--- src/rtl/button_events.sv ---
// Push-button front end: 2-flop sync, per-bit debounce, single-button decode, press/auto-repeat event FSM.
// Latency: raw edge stable after edge 0 -> db at edge DEBOUNCE_CYCLES+2 -> event/held registered at edge DEBOUNCE_CYCLES+3.
// Backpressure: none; events are one-cycle pulses and must be consumed when they occur.
//
// Ports:
//   clk, rst       system clock (rising edge), asynchronous active-high reset
//   buttons        raw asynchronous button levels, 1 = pressed
//   button_pushed  one-cycle event pulse (press or auto-repeat)
//   button_repeat  high together with button_pushed when the event is an auto-repeat
//   button_state   code of the last single held button (bit i -> NUM_BUTTONS-1-i), sticky
//   button_held    level: exactly one debounced button is pressed
module button_events #(
    parameter int NUM_BUTTONS     = 4,
    parameter int IDX_W           = 2,
    parameter int DEBOUNCE_CYCLES = 16,
    parameter int REPEAT_DELAY    = 0,
    parameter int REPEAT_PERIOD   = 1
) (
    input  logic                   clk,
    input  logic                   rst,
    input  logic [NUM_BUTTONS-1:0] buttons,
    output logic                   button_pushed,
    output logic                   button_repeat,
    output logic [IDX_W-1:0]       button_state,
    output logic                   button_held
);

    localparam int CW      = $clog2(DEBOUNCE_CYCLES + 1);
    localparam int RPT_MAX = (REPEAT_DELAY > REPEAT_PERIOD) ? REPEAT_DELAY : REPEAT_PERIOD;
    localparam int RW      = $clog2(RPT_MAX + 1);

    localparam logic [CW-1:0] DB_LAST   = CW'(DEBOUNCE_CYCLES - 1);
    localparam logic [RW-1:0] RPT_DELAY = RW'(REPEAT_DELAY);
    localparam logic [RW-1:0] RPT_PER   = RW'(REPEAT_PERIOD);

    typedef enum logic [1:0] {
        ST_IDLE,
        ST_HOLD,
        ST_DELAY,
        ST_REPEAT
    } state_t;

    // State entered on every fresh press: DELAY when auto-repeat is enabled.
    localparam state_t PRESS_ST = (REPEAT_DELAY > 0) ? ST_DELAY : ST_HOLD;

    // ------------------------------------------------------------------
    // Synchroniser and debounce
    // ------------------------------------------------------------------
    logic [NUM_BUTTONS-1:0]         r1_q, r1_d;
    logic [NUM_BUTTONS-1:0]         sync_q, sync_d;
    logic [NUM_BUTTONS-1:0]         db_q, db_d;
    logic [NUM_BUTTONS-1:0][CW-1:0] db_cnt_q, db_cnt_d;

    always_comb begin
        r1_d     = buttons;
        sync_d   = r1_q;
        db_d     = db_q;
        db_cnt_d = db_cnt_q;
        for (int i = 0; i < NUM_BUTTONS; i++) begin
            if (sync_q[i] == db_q[i]) begin
                // Any return to the accepted level restarts the qualification window.
                db_cnt_d[i] = '0;
            end else if (db_cnt_q[i] == DB_LAST) begin
                db_d[i]     = sync_q[i];
                db_cnt_d[i] = '0;
            end else begin
                db_cnt_d[i] = db_cnt_q[i] + CW'(1);
            end
        end
    end

    always_ff @(posedge clk or posedge rst) begin
        if (rst) begin
            r1_q     <= '0;
            sync_q   <= '0;
            db_q     <= '0;
            db_cnt_q <= '0;
        end else begin
            r1_q     <= r1_d;
            sync_q   <= sync_d;
            db_q     <= db_d;
            db_cnt_q <= db_cnt_d;
        end
    end

    // ------------------------------------------------------------------
    // Single-button decode
    // ------------------------------------------------------------------
    logic             single;
    logic [IDX_W-1:0] code;

    always_comb begin
        single = 1'b0;
        code   = '0;
        // One-hot test: non-zero with no second set bit.
        if ((db_q != '0) && ((db_q & (db_q - NUM_BUTTONS'(1))) == '0)) begin
            single = 1'b1;
        end
        for (int i = 0; i < NUM_BUTTONS; i++) begin
            if (db_q[i]) begin
                code = IDX_W'(NUM_BUTTONS - 1 - i);
            end
        end
    end

    // ------------------------------------------------------------------
    // Event FSM and registered outputs
    // ------------------------------------------------------------------
    state_t           state_q, state_d;
    logic [RW-1:0]    rpt_cnt_q, rpt_cnt_d;
    logic             pushed_q, pushed_d;
    logic             repeat_q, repeat_d;
    logic             held_q, held_d;
    logic [IDX_W-1:0] btn_state_q, btn_state_d;
    logic             code_chg;

    // btn_state_q always tracks the code of the button currently being serviced.
    assign code_chg = (code != btn_state_q);

    always_comb begin
        state_d     = state_q;
        rpt_cnt_d   = rpt_cnt_q;
        pushed_d    = 1'b0;
        repeat_d    = 1'b0;
        held_d      = single;
        btn_state_d = single ? code : btn_state_q;

        case (state_q)
            ST_IDLE: begin
                if (single) begin
                    pushed_d  = 1'b1;
                    rpt_cnt_d = RW'(1);
                    state_d   = PRESS_ST;
                end
            end
            ST_HOLD: begin
                if (!single) begin
                    state_d = ST_IDLE;
                end else if (code_chg) begin
                    pushed_d  = 1'b1;
                    rpt_cnt_d = RW'(1);
                    state_d   = PRESS_ST;
                end
            end
            ST_DELAY: begin
                if (!single) begin
                    state_d = ST_IDLE;
                end else if (code_chg) begin
                    pushed_d  = 1'b1;
                    rpt_cnt_d = RW'(1);
                    state_d   = ST_DELAY;
                end else if (rpt_cnt_q == RPT_DELAY) begin
                    pushed_d  = 1'b1;
                    repeat_d  = 1'b1;
                    rpt_cnt_d = RW'(1);
                    state_d   = ST_REPEAT;
                end else begin
                    rpt_cnt_d = rpt_cnt_q + RW'(1);
                end
            end
            ST_REPEAT: begin
                if (!single) begin
                    state_d = ST_IDLE;
                end else if (code_chg) begin
                    pushed_d  = 1'b1;
                    rpt_cnt_d = RW'(1);
                    state_d   = ST_DELAY;
                end else if (rpt_cnt_q == RPT_PER) begin
                    pushed_d  = 1'b1;
                    repeat_d  = 1'b1;
                    rpt_cnt_d = RW'(1);
                end else begin
                    rpt_cnt_d = rpt_cnt_q + RW'(1);
                end
            end
            default: begin
                state_d = ST_IDLE;
            end
        endcase
    end

    always_ff @(posedge clk or posedge rst) begin
        if (rst) begin
            state_q     <= ST_IDLE;
            rpt_cnt_q   <= '0;
            pushed_q    <= 1'b0;
            repeat_q    <= 1'b0;
            held_q      <= 1'b0;
            btn_state_q <= '0;
        end else begin
            state_q     <= state_d;
            rpt_cnt_q   <= rpt_cnt_d;
            pushed_q    <= pushed_d;
            repeat_q    <= repeat_d;
            held_q      <= held_d;
            btn_state_q <= btn_state_d;
        end
    end

    assign button_pushed = pushed_q;
    assign button_repeat = repeat_q;
    assign button_held   = held_q;
    assign button_state  = btn_state_q;

endmodule

--- config.mk ---
export PLATFORM = sky130hd
export DESIGN_NAME = button_events
export DESIGN_NICKNAME = d
export VERILOG_FILES = /design/src/rtl/button_events.sv
export SDC_FILE = /design/constraint.sdc
export NUM_CORES = 1
export LEC_CHECK = 0
export CAP_MARGIN = 25
export CORE_ASPECT_RATIO = 0.5
export CORE_MARGIN = 3
export CORE_UTILIZATION = 45
export CTS_CLUSTER_DIAMETER = 80
export DETAILED_ROUTE_END_ITERATION = 12
export GPL_ROUTABILITY_DRIVEN = 0
export GPL_TIMING_DRIVEN = 0
export PLACE_DENSITY = 0.62
export SLEW_MARGIN = 20
export SYNTH_ARGS = -nofsm -noshare
export SYNTH_HDL_FRONTEND = slang
export SYNTH_SLANG_ARGS = --single-unit
--- constraint.sdc ---
create_clock -name clk -period 4.7 [get_ports clk]
set_input_delay 0.705 -clock clk [delete_from_list [all_inputs] [get_ports clk]]
set_output_delay 0.705 -clock clk [all_outputs]
set_load 0.02 [all_outputs]
After elaboration in Yosys (flattened, before gate mapping)
Index checks and enable logic that the tools add are counted.

cells by class
  add/subtract/negate cells = 6
  reduce and logical (&&, ||, !) cells = 10
  equal/unequal tests = 20
  bitwise logic cells = 5
  muxes and demuxes = 47

operators by type and width
  cell                                               count
  2-to-1 mux 5 bit                                   8
  2-to-1 mux 2 bit                                   12
  2-to-1 mux 1 bit                                   23
  adder 5 x 1 -> 5 bit (second input constant)       4
  == test 5 x 4 -> 1 bit (second input constant)     4
  != test 2 bit (second input constant)              5
  case mux 1 bit (4 select lines)                    2
  case mux 2 bit (4 select lines)                    1
  AND reduction 2 bit                                4
  != test 3 bit (second input constant)              2
  AND reduction 5 bit                                1
  AND 4 bit                                          1
  == test 1 bit                                      4
  == test 2 bit (second input constant)              2
  logical NOT 4 bit                                  1
  != test 4 bit (second input constant)              1
  inverter 1 bit                                     4
  AND reduction 4 bit                                1
  nonzero test 4 bit                                 1
  subtractor 4 x 1 -> 4 bit (second input constant)  1
  == test 2 x 1 -> 1 bit (second input constant)     1
  logical NOT 2 bit                                  1
  != test 2 bit                                      1
  case mux 1 bit (2 select lines)                    1
  2 further kinds                                    2

word-level totals
  input bits = 6
  bits in registers = 40
  output and inout port bits = 5
  logic and storage cells = 104

Longest topological paths before layout
Gate-level depths: netlist of run 1.

  word-level depth = 8
  mapped depth = 5
  depth with buffers taken out = 5

Least setup slack after synthesis of run 1
OpenSTA, ideal clock, no wires.

  path type = reg2reg
  start point = register btn_state_q[1] (netlist: button_state[1])
  end point = register rpt_cnt_q
  data required time = 4.568 ns
  library setup time = 0.132 ns
  path slack = 3.029 ns
  clock period less this slack = 1.671 ns
  arrival time = 1.539 ns
  cell stages (with the launch flop) = 5
  path through = dfrtp_1 > or3_4 > or3_4 > a311oi_2 > a311oi_1

between the ends
  longest elaborated chain between the ends = 4
  elaborated cells between the ends (all ways) = 8

RTL lines
  element                              RTL line  text
  start, declared                      114       logic [IDX_W-1:0] btn_state_q, btn_state_d;
  start signal, assigned               196       btn_state_q <= btn_state_d;
  != test 2 bit (*)                    118       assign code_chg = (code != btn_state_q);
  2-to-1 mux 1 bit (on tied branches)  164, 148
  2-to-1 mux 1 bit (on tied branches)  162, 146
  case mux 1 bit (4 select lines)      128       case (state_q)
  end signal, assigned                 192       rpt_cnt_q <= rpt_cnt_d;
  end, declared                        110       logic [RW-1:0] rpt_cnt_q, rpt_cnt_d;

Every way passes the cells marked *; elsewhere a longest branch is shown, timed or not. The select of a mux whose other input is x is not followed.
A chain may end at the register's enable or synchronous reset.

Final worst setup path of run 1
  start point = register btn_state_q[0] (netlist: button_state[0])
  end point = output port button_state[0]

RTL lines
  element        RTL line  text
  end, declared  24        output logic [IDX_W-1:0] button_state,

No word-level cell between the ends.

==> flow_metrics.tcl, run 1 <==
set metrics [dict create \
    power_density_mw_per_mm2 308 \
    p_int_w 0.000479 \
    finalHoldViolations 0 \
    status "completed" \
    track_usage_pct 13.9 \
    worstPathArrival_ps 1430 \
    avgSynthCellArea_um2 11.5 \
    crit_path_top_delay_cell "clkdlybuf4s50_1" \
    drtPass1Iterations 4 \
    fin_crit_sh_pct 45.5 \
    syn-instance-count 152 \
    fin_nets 181 \
    antennaDiodeCount 0 \
    fmax_mhz 468 \
    maxCapViolations 0 \
    skew_ps 3.66 \
    rows 15 \
    cp_cell_sequence "clkdlybuf4s50_1" \
    rsz0062_at_grt "no" \
    cp_top_family "buffers and inverters" \
    finalInstanceArea_mm2 0.00201 \
    ir_drop_uv 126 \
    path_class "reg -> out" \
    ys_warn_count 0 \
    holdWs_ps 350 \
    synth_top_cell_by_area "dfrtp_1" \
    tritoncts "yes" \
    fillers 308 \
    vias_per_cell 4.95 \
    hold_buffers 0 \
    start_kind "register" \
    finalSetupViolations 0 \
    place_area_mm2 0.00193 \
    pwr-share-seq_pct 59.6 \
    switching_share_pct 22.6 \
    p_clk_share_pct 33.7 \
    setup_tns_ps 0 \
    worst-path-buf-inv 1 \
    ys_types 37 \
    postLayoutCoreUtil_pct 56.1 \
    overflow 0 \
    slew_headroom_pct 57.5 \
    portBuffers 10 \
    antenna_found_initial 0 \
    cts_resized 0 \
    synth.ff_latch_count 40 \
    power.switching_w 0.000140 \
    fp.coreArea_mm2 0.00358 \
    area_growth_pct 15.0 \
    ys_top_cells_by_area "dfrtp_1 57%, xor2_1 6.0%, nor2_1 3.9%" \
    grt_pass1_wl_um 4930 \
    die_height_um 50.1 \
    start_util_pct 48.8 \
    ant_nets 0 \
    timing.critical_path.slowest_cell_delay_ps 660 \
    netlist_area_mm2 0.00175 \
    postCtsSetupRepairBufs 0 \
    cts_made_buffers 5 \
    grt_max_degree 28 \
    via_count 1095 \
    cp.required_ps 3990 \
    layout_common_cells "40 x dfrtp_1, 18 x nor2_1, 12 x xor2_1" \
    wl_per_cell_um 12.3 \
    end_kind "primary output" \
    p_leak_nw 0.955 \
    cp_max_fo 10 \
    cts_max_path_buffers 2 \
    drtIter0Drc 66 \
    hold_path.class "reg -> reg" \
    postSynthNetCount 163 \
    drcViolationCount 0 \
    slew_viol_final 0 \
    mostFrequentLayoutCell "dfrtp_1" \
    cts-root-buf "clkbuf_8" \
    routed_wirelength_um 2720 \
    tightest_slew_ps 628 \
    p_total_w 0.000619 \
    dieWidth_um 94.1 \
    grt_pass1_vias 1092 \
    ios 11 \
    drive_above_1_share_pct 12.4 \
    clkTransAtPathRegs_ps 70 \
    dp_hpwl_um 1930 \
    synth.top_cell.area_share_pct 57.3 \
    clock_sinks 40 \
    h-tree-depth 2 \
    pwr-share-comb_pct 6.8 \
    clkLatencyLatePin_ps 280 \
    die-area_mm2 0.00471 \
    yosysSeqAreaShare_pct 57.3 \
    period_needed_ps 2140 \
]
-- cells in the mapped netlist, drive strengths merged --
cell type	n
dfrtp	40
nand3b	1
o211ai	2
nor2	18
xor2	12
and2	6
a32oi	1
and3	4
a211o	1
buf	4
or3	2
inv	8
mux2	3
o311ai	1
nand3	9
o21ai	10
and2b	1
or2b	1
a21boi	1
and3b	1
or4b	2
a21oi	4
nand2b	3
a21o	1
nor3	1
nand2	3
o21a	1
ha	5
o32ai	1
a311oi	2
o2111a	1
xnor2	2
-- final cells by class --
cell class	instances	area (µm²)	area share [%]
Inverter	8	30.0	1.49
Sequential cell	40	1000	49.8
Clock inverter	1	5.00	0.249
Multi-Input combinational cell	100	689	34.3
Tap cell	51	63.8	3.18
Clock buffer	6	72.6	3.61
Buffer	4	27.5	1.37
Timing Repair Buffer	11	120	5.98
-- power by group through the flow --
| stage | Combinational, W | Sequential, W | Clock [W] |
|---|---|---|---|
| floorplan | 0.0000279 | 0.000374 | 0 |
| global placement | 0.0000397 | 0.000375 | 0 |
| detailed placement | 0.0000433 | 0.000375 | 0 |
| CTS | 0.0000434 | 0.000369 | 0.000218 |
| global route | 0.0000492 | 0.000371 | 0.000237 |
| finish | 0.0000421 | 0.000369 | 0.000208 |
-- flip-flops by register name, summed over array words and instances, names as in the netlist --
name           flops
state_q            2
db_q               4
button_held        1
rpt_cnt_q          1
button_pushed      1
button_repeat      1
db_cnt_q          20
r1_q               4
sync_q             4
button_state       2
-- through the flow --
stage | setup WS, ps | cells
finish | 2560 | 221
CTS | 2530 | 221
floorplan | 3030 | 152
global route | 2470 | 221
global placement | 2210 | 213
detailed placement | 2860 | 214
-- final timing paths --
path                                             startpoint                      to  slack [ps]  cells past startpoint
worst max-delay path            button_state[0]$_DFFE_PP0P_         button_state[0]        2560                      1
worst min-delay path                      r1_q[0]$_DFF_PP0_     sync_q[0]$_DFF_PP0_         350                      0
worst max register to register          db_q[1]$_DFFE_PP0P_   rpt_cnt_q$_DFFE_PP0P_        2940                      5
worst min register to register            r1_q[0]$_DFF_PP0_     sync_q[0]$_DFF_PP0_         350                      0
max in group asynchronous                               rst     sync_q[1]$_DFF_PP0_        3580                      3
min in group asynchronous                               rst  db_cnt_q[11]$_DFF_PP0_         690                      2
-- cell families after synthesis --
group	Yosys count	share of synthesized area, %
buffers and inverters	12	3.29
AND/OR/NAND/NOR	52	16.5
adder cells (fa/ha/maj)	5	3.58
flip-flops	40	57.3
multiplexers	3	1.93
XOR/XNOR	14	7.02
AO/OA/AOI/OAI	26	10.5
-- layer usage --
| metal | share of wire (%) | vias up | global-route usage, % |
|---|---|---|---|
| met2 | 43 | 14 | 19.7 |
| met5 | 0 | - | 0 |
| met3 | 4.5 | 5 | 5.49 |
| met4 | 1.4 | 0 | 5.76 |
| met1 | 51 | 522 | 19.0 |
| li1 | - | 554 | - |
No activity file was read; power rests on OpenSTA's default activity.
==> run 2, diff against run 1 <==
clock period = 2.2 ns   (was 4.7 ns; I/O delays follow)
==> results of run 2 <==
Same layout as run 1 (identical final DEF). Status: completed.
Main changes from that run: setup slack after placement 2860 ps -> 429 ps; setup slack after layout 2560 ps -> 438 ps; hold slack 350 ps -> 310 ps; register-to-register setup slack 2940 ps -> 440 ps; total power 0.000619 W -> 0.00132 W; worst IR drop on VDD 126 µV -> 269 µV
==> run 3, diff against run 2 <==
clock period = 1.7 ns   (was 2.2 ns; I/O delays follow)
==> run 3 against run 2 <==
The run now ends with negative setup slack left. Die area unchanged. Register-to-register slack worse by 440 ps. Power up 30%. Flip-flop and latch count unchanged. Via count up 2.9%. Sequential power up 29%. Non-clock buffer count up 4.
==> flow_metrics.tcl, run 3 (synthesized netlist as in run 1, its figures left out) <==
set metrics [dict create \
    setup_slack_ps -1.68 \
    cts-root-buf "clkbuf_8" \
    status "complete, but fails checks" \
    ios 11 \
    slew_viol_final 0 \
    place_area_mm2 0.00193 \
    dp_hpwl_um 1930 \
    drtPass1Iterations 4 \
    p_total_w 0.00172 \
    path_class "reg -> reg" \
    routed_wirelength_um 2830 \
    antenna_found_initial 0 \
    reg2reg_to "rpt_cnt_q$_DFFE_PP0P_" \
    grt_max_degree 28 \
    ant_nets 0 \
    dieWidth_um 94.1 \
    hold_path.class "in -> async" \
    crit_path_end "rpt_cnt_q$_DFFE_PP0P_" \
    timing.critical_path.slowest_cell_delay_ps 400 \
    largest_reg_flops 20 \
    fmax_mhz 588 \
    clock_sinks 40 \
    drive_above_1_share_pct 15.5 \
    r2r_slack_ps -2 \
    grt_pass1_vias 1095 \
    cts_max_path_buffers 2 \
    start_kind "register" \
    wl_per_cell_um 12.6 \
    use_met2_pct 20.2 \
    clkLatencyLatePin_ps 280 \
    via_count 1127 \
    cp.required_ps 1860 \
    failed_checks "negative setup slack" \
    rsz0062_at_grt "yes" \
    layout.cells.non_filler 225 \
    clkTransAtPathRegs_ps 70 \
    start_util_pct 48.8 \
    area_growth_pct 17.6 \
    ir_drop_uv 349 \
    holdWs_ps 238 \
    worstPathArrival_ps 1860 \
    end_kind "register" \
    skew_ps 3.19 \
    cp_cell_sequence "buf_6 > or3_4 > or3_4 > a311oi_2 > a311oi_1" \
    fp.coreArea_mm2 0.00358 \
    layout_common_cells "40 x dfrtp_1, 18 x nor2_1, 12 x xor2_1" \
    maxCapViolations 0 \
    cp_max_fo 9 \
    startpoint "db_q[1]$_DFFE_PP0P_" \
    h-tree-depth 2 \
    timing.rr.start "db_q[1]$_DFFE_PP0P_" \
    finalInstanceArea_mm2 0.00206 \
    reg2reg_depth 5 \
    top_usage_layer "met2" \
    drcViolationCount 0 \
    cts_made_buffers 5 \
    die_height_um 50.1 \
    die-area_mm2 0.00471 \
    crit_cells 5 \
    power_density_mw_per_mm2 835 \
    grt_pass1_wl_um 4930 \
    p_leak_nw 1.00 \
    worst-path-buf-inv 1 \
    tritoncts "yes" \
    finalHoldViolations 0 \
    tightest_slew_ps 432 \
    period_needed_ps 1700 \
    fin_crit_sh_pct 100 \
    mostFrequentLayoutCell "dfrtp_1" \
    portBuffers 10 \
    antennaDiodeCount 0 \
    grt_use_met1_pct 18.6 \
    fin_nets 185 \
    crit_path_top_delay_cell "dfrtp_1" \
    overflow 0 \
    finalSetupViolations 1 \
    use_met3_pct 5.49 \
    track_usage_pct 13.9 \
    vias_per_cell 5.01 \
    slew_headroom_pct 71.2 \
    rows 15 \
    top_register "db_cnt_q" \
    drtIter0Drc 70 \
    cp_top_family "simple AND/OR/NAND/NOR gates" \
    crit_top_cell "or3_4" \
    dp_cells 214 \
]
## run 3: cell count changes in the layout (fill, tap and decap cells not counted), sizes merged
cell / change
dlymetal6s2s: +1
buf: +4
clkdlybuf4s50: -2
dlygate4sd2: +1
## run 3: area by class of cell
type / instances / area [µm²]
Clock inverter: 1 / 5.00
Sequential cell: 40 / 1000
Multi-Input combinational cell: 100 / 704
Inverter: 8 / 30.0
Clock buffer: 6 / 72.6
Tap cell: 51 / 63.8
Timing Repair Buffer: 15 / 151
Buffer: 4 / 27.5
Fill cell: 304 / 1530
## run 3: layer usage
layer	wire length (µm)	up-vias
met2	1250	20
li1	-	565
met5	0	-
met3	113	5
met4	38	0
met1	1430	537
## run 3: through the flow
stage | setup WS [ps] | utilization (%) | setup TNS, ps
global placement | -337 | 53.3 | -13420
CTS | -14.0 | 56.2 | -14.0
finish | -1.68 | 57.3 | -1.68
global route | -72.1 | 57.3 | -84.4
floorplan | 29.0 | - | 0
detailed placement | -71.4 | 53.9 | -71.4
## run 3: how the worst min path moves through the flow
stage                     slack, ps                     end
after floorplan                 290       r1_q[0]$_DFF_PP0_
after global placement          330     sync_q[1]$_DFF_PP0_
after detailed placement        330     sync_q[0]$_DFF_PP0_
after CTS                       240  db_cnt_q[14]$_DFF_PP0_
after global routing            270  db_cnt_q[10]$_DFF_PP0_
final                           240  db_cnt_q[11]$_DFF_PP0_
## run 3: power breakdown
group | switching, W | internal, W | total, W
Sequential | 0.0000313 | 0.000989 | 0.00102
Combinational | 0.0000605 | 0.0000584 | 0.000119
Clock | 0.000299 | 0.000279 | 0.000578
Total | 0.000391 | 0.00133 | 0.00172
## run 3: what timing repair did
action,in CTS,in global routing
hold buffers,0,0
gates cloned,0,0
resized for setup,1,3
endpoints found under the setup margin,2,3
pin swaps,2,0
setup buffers,1,3
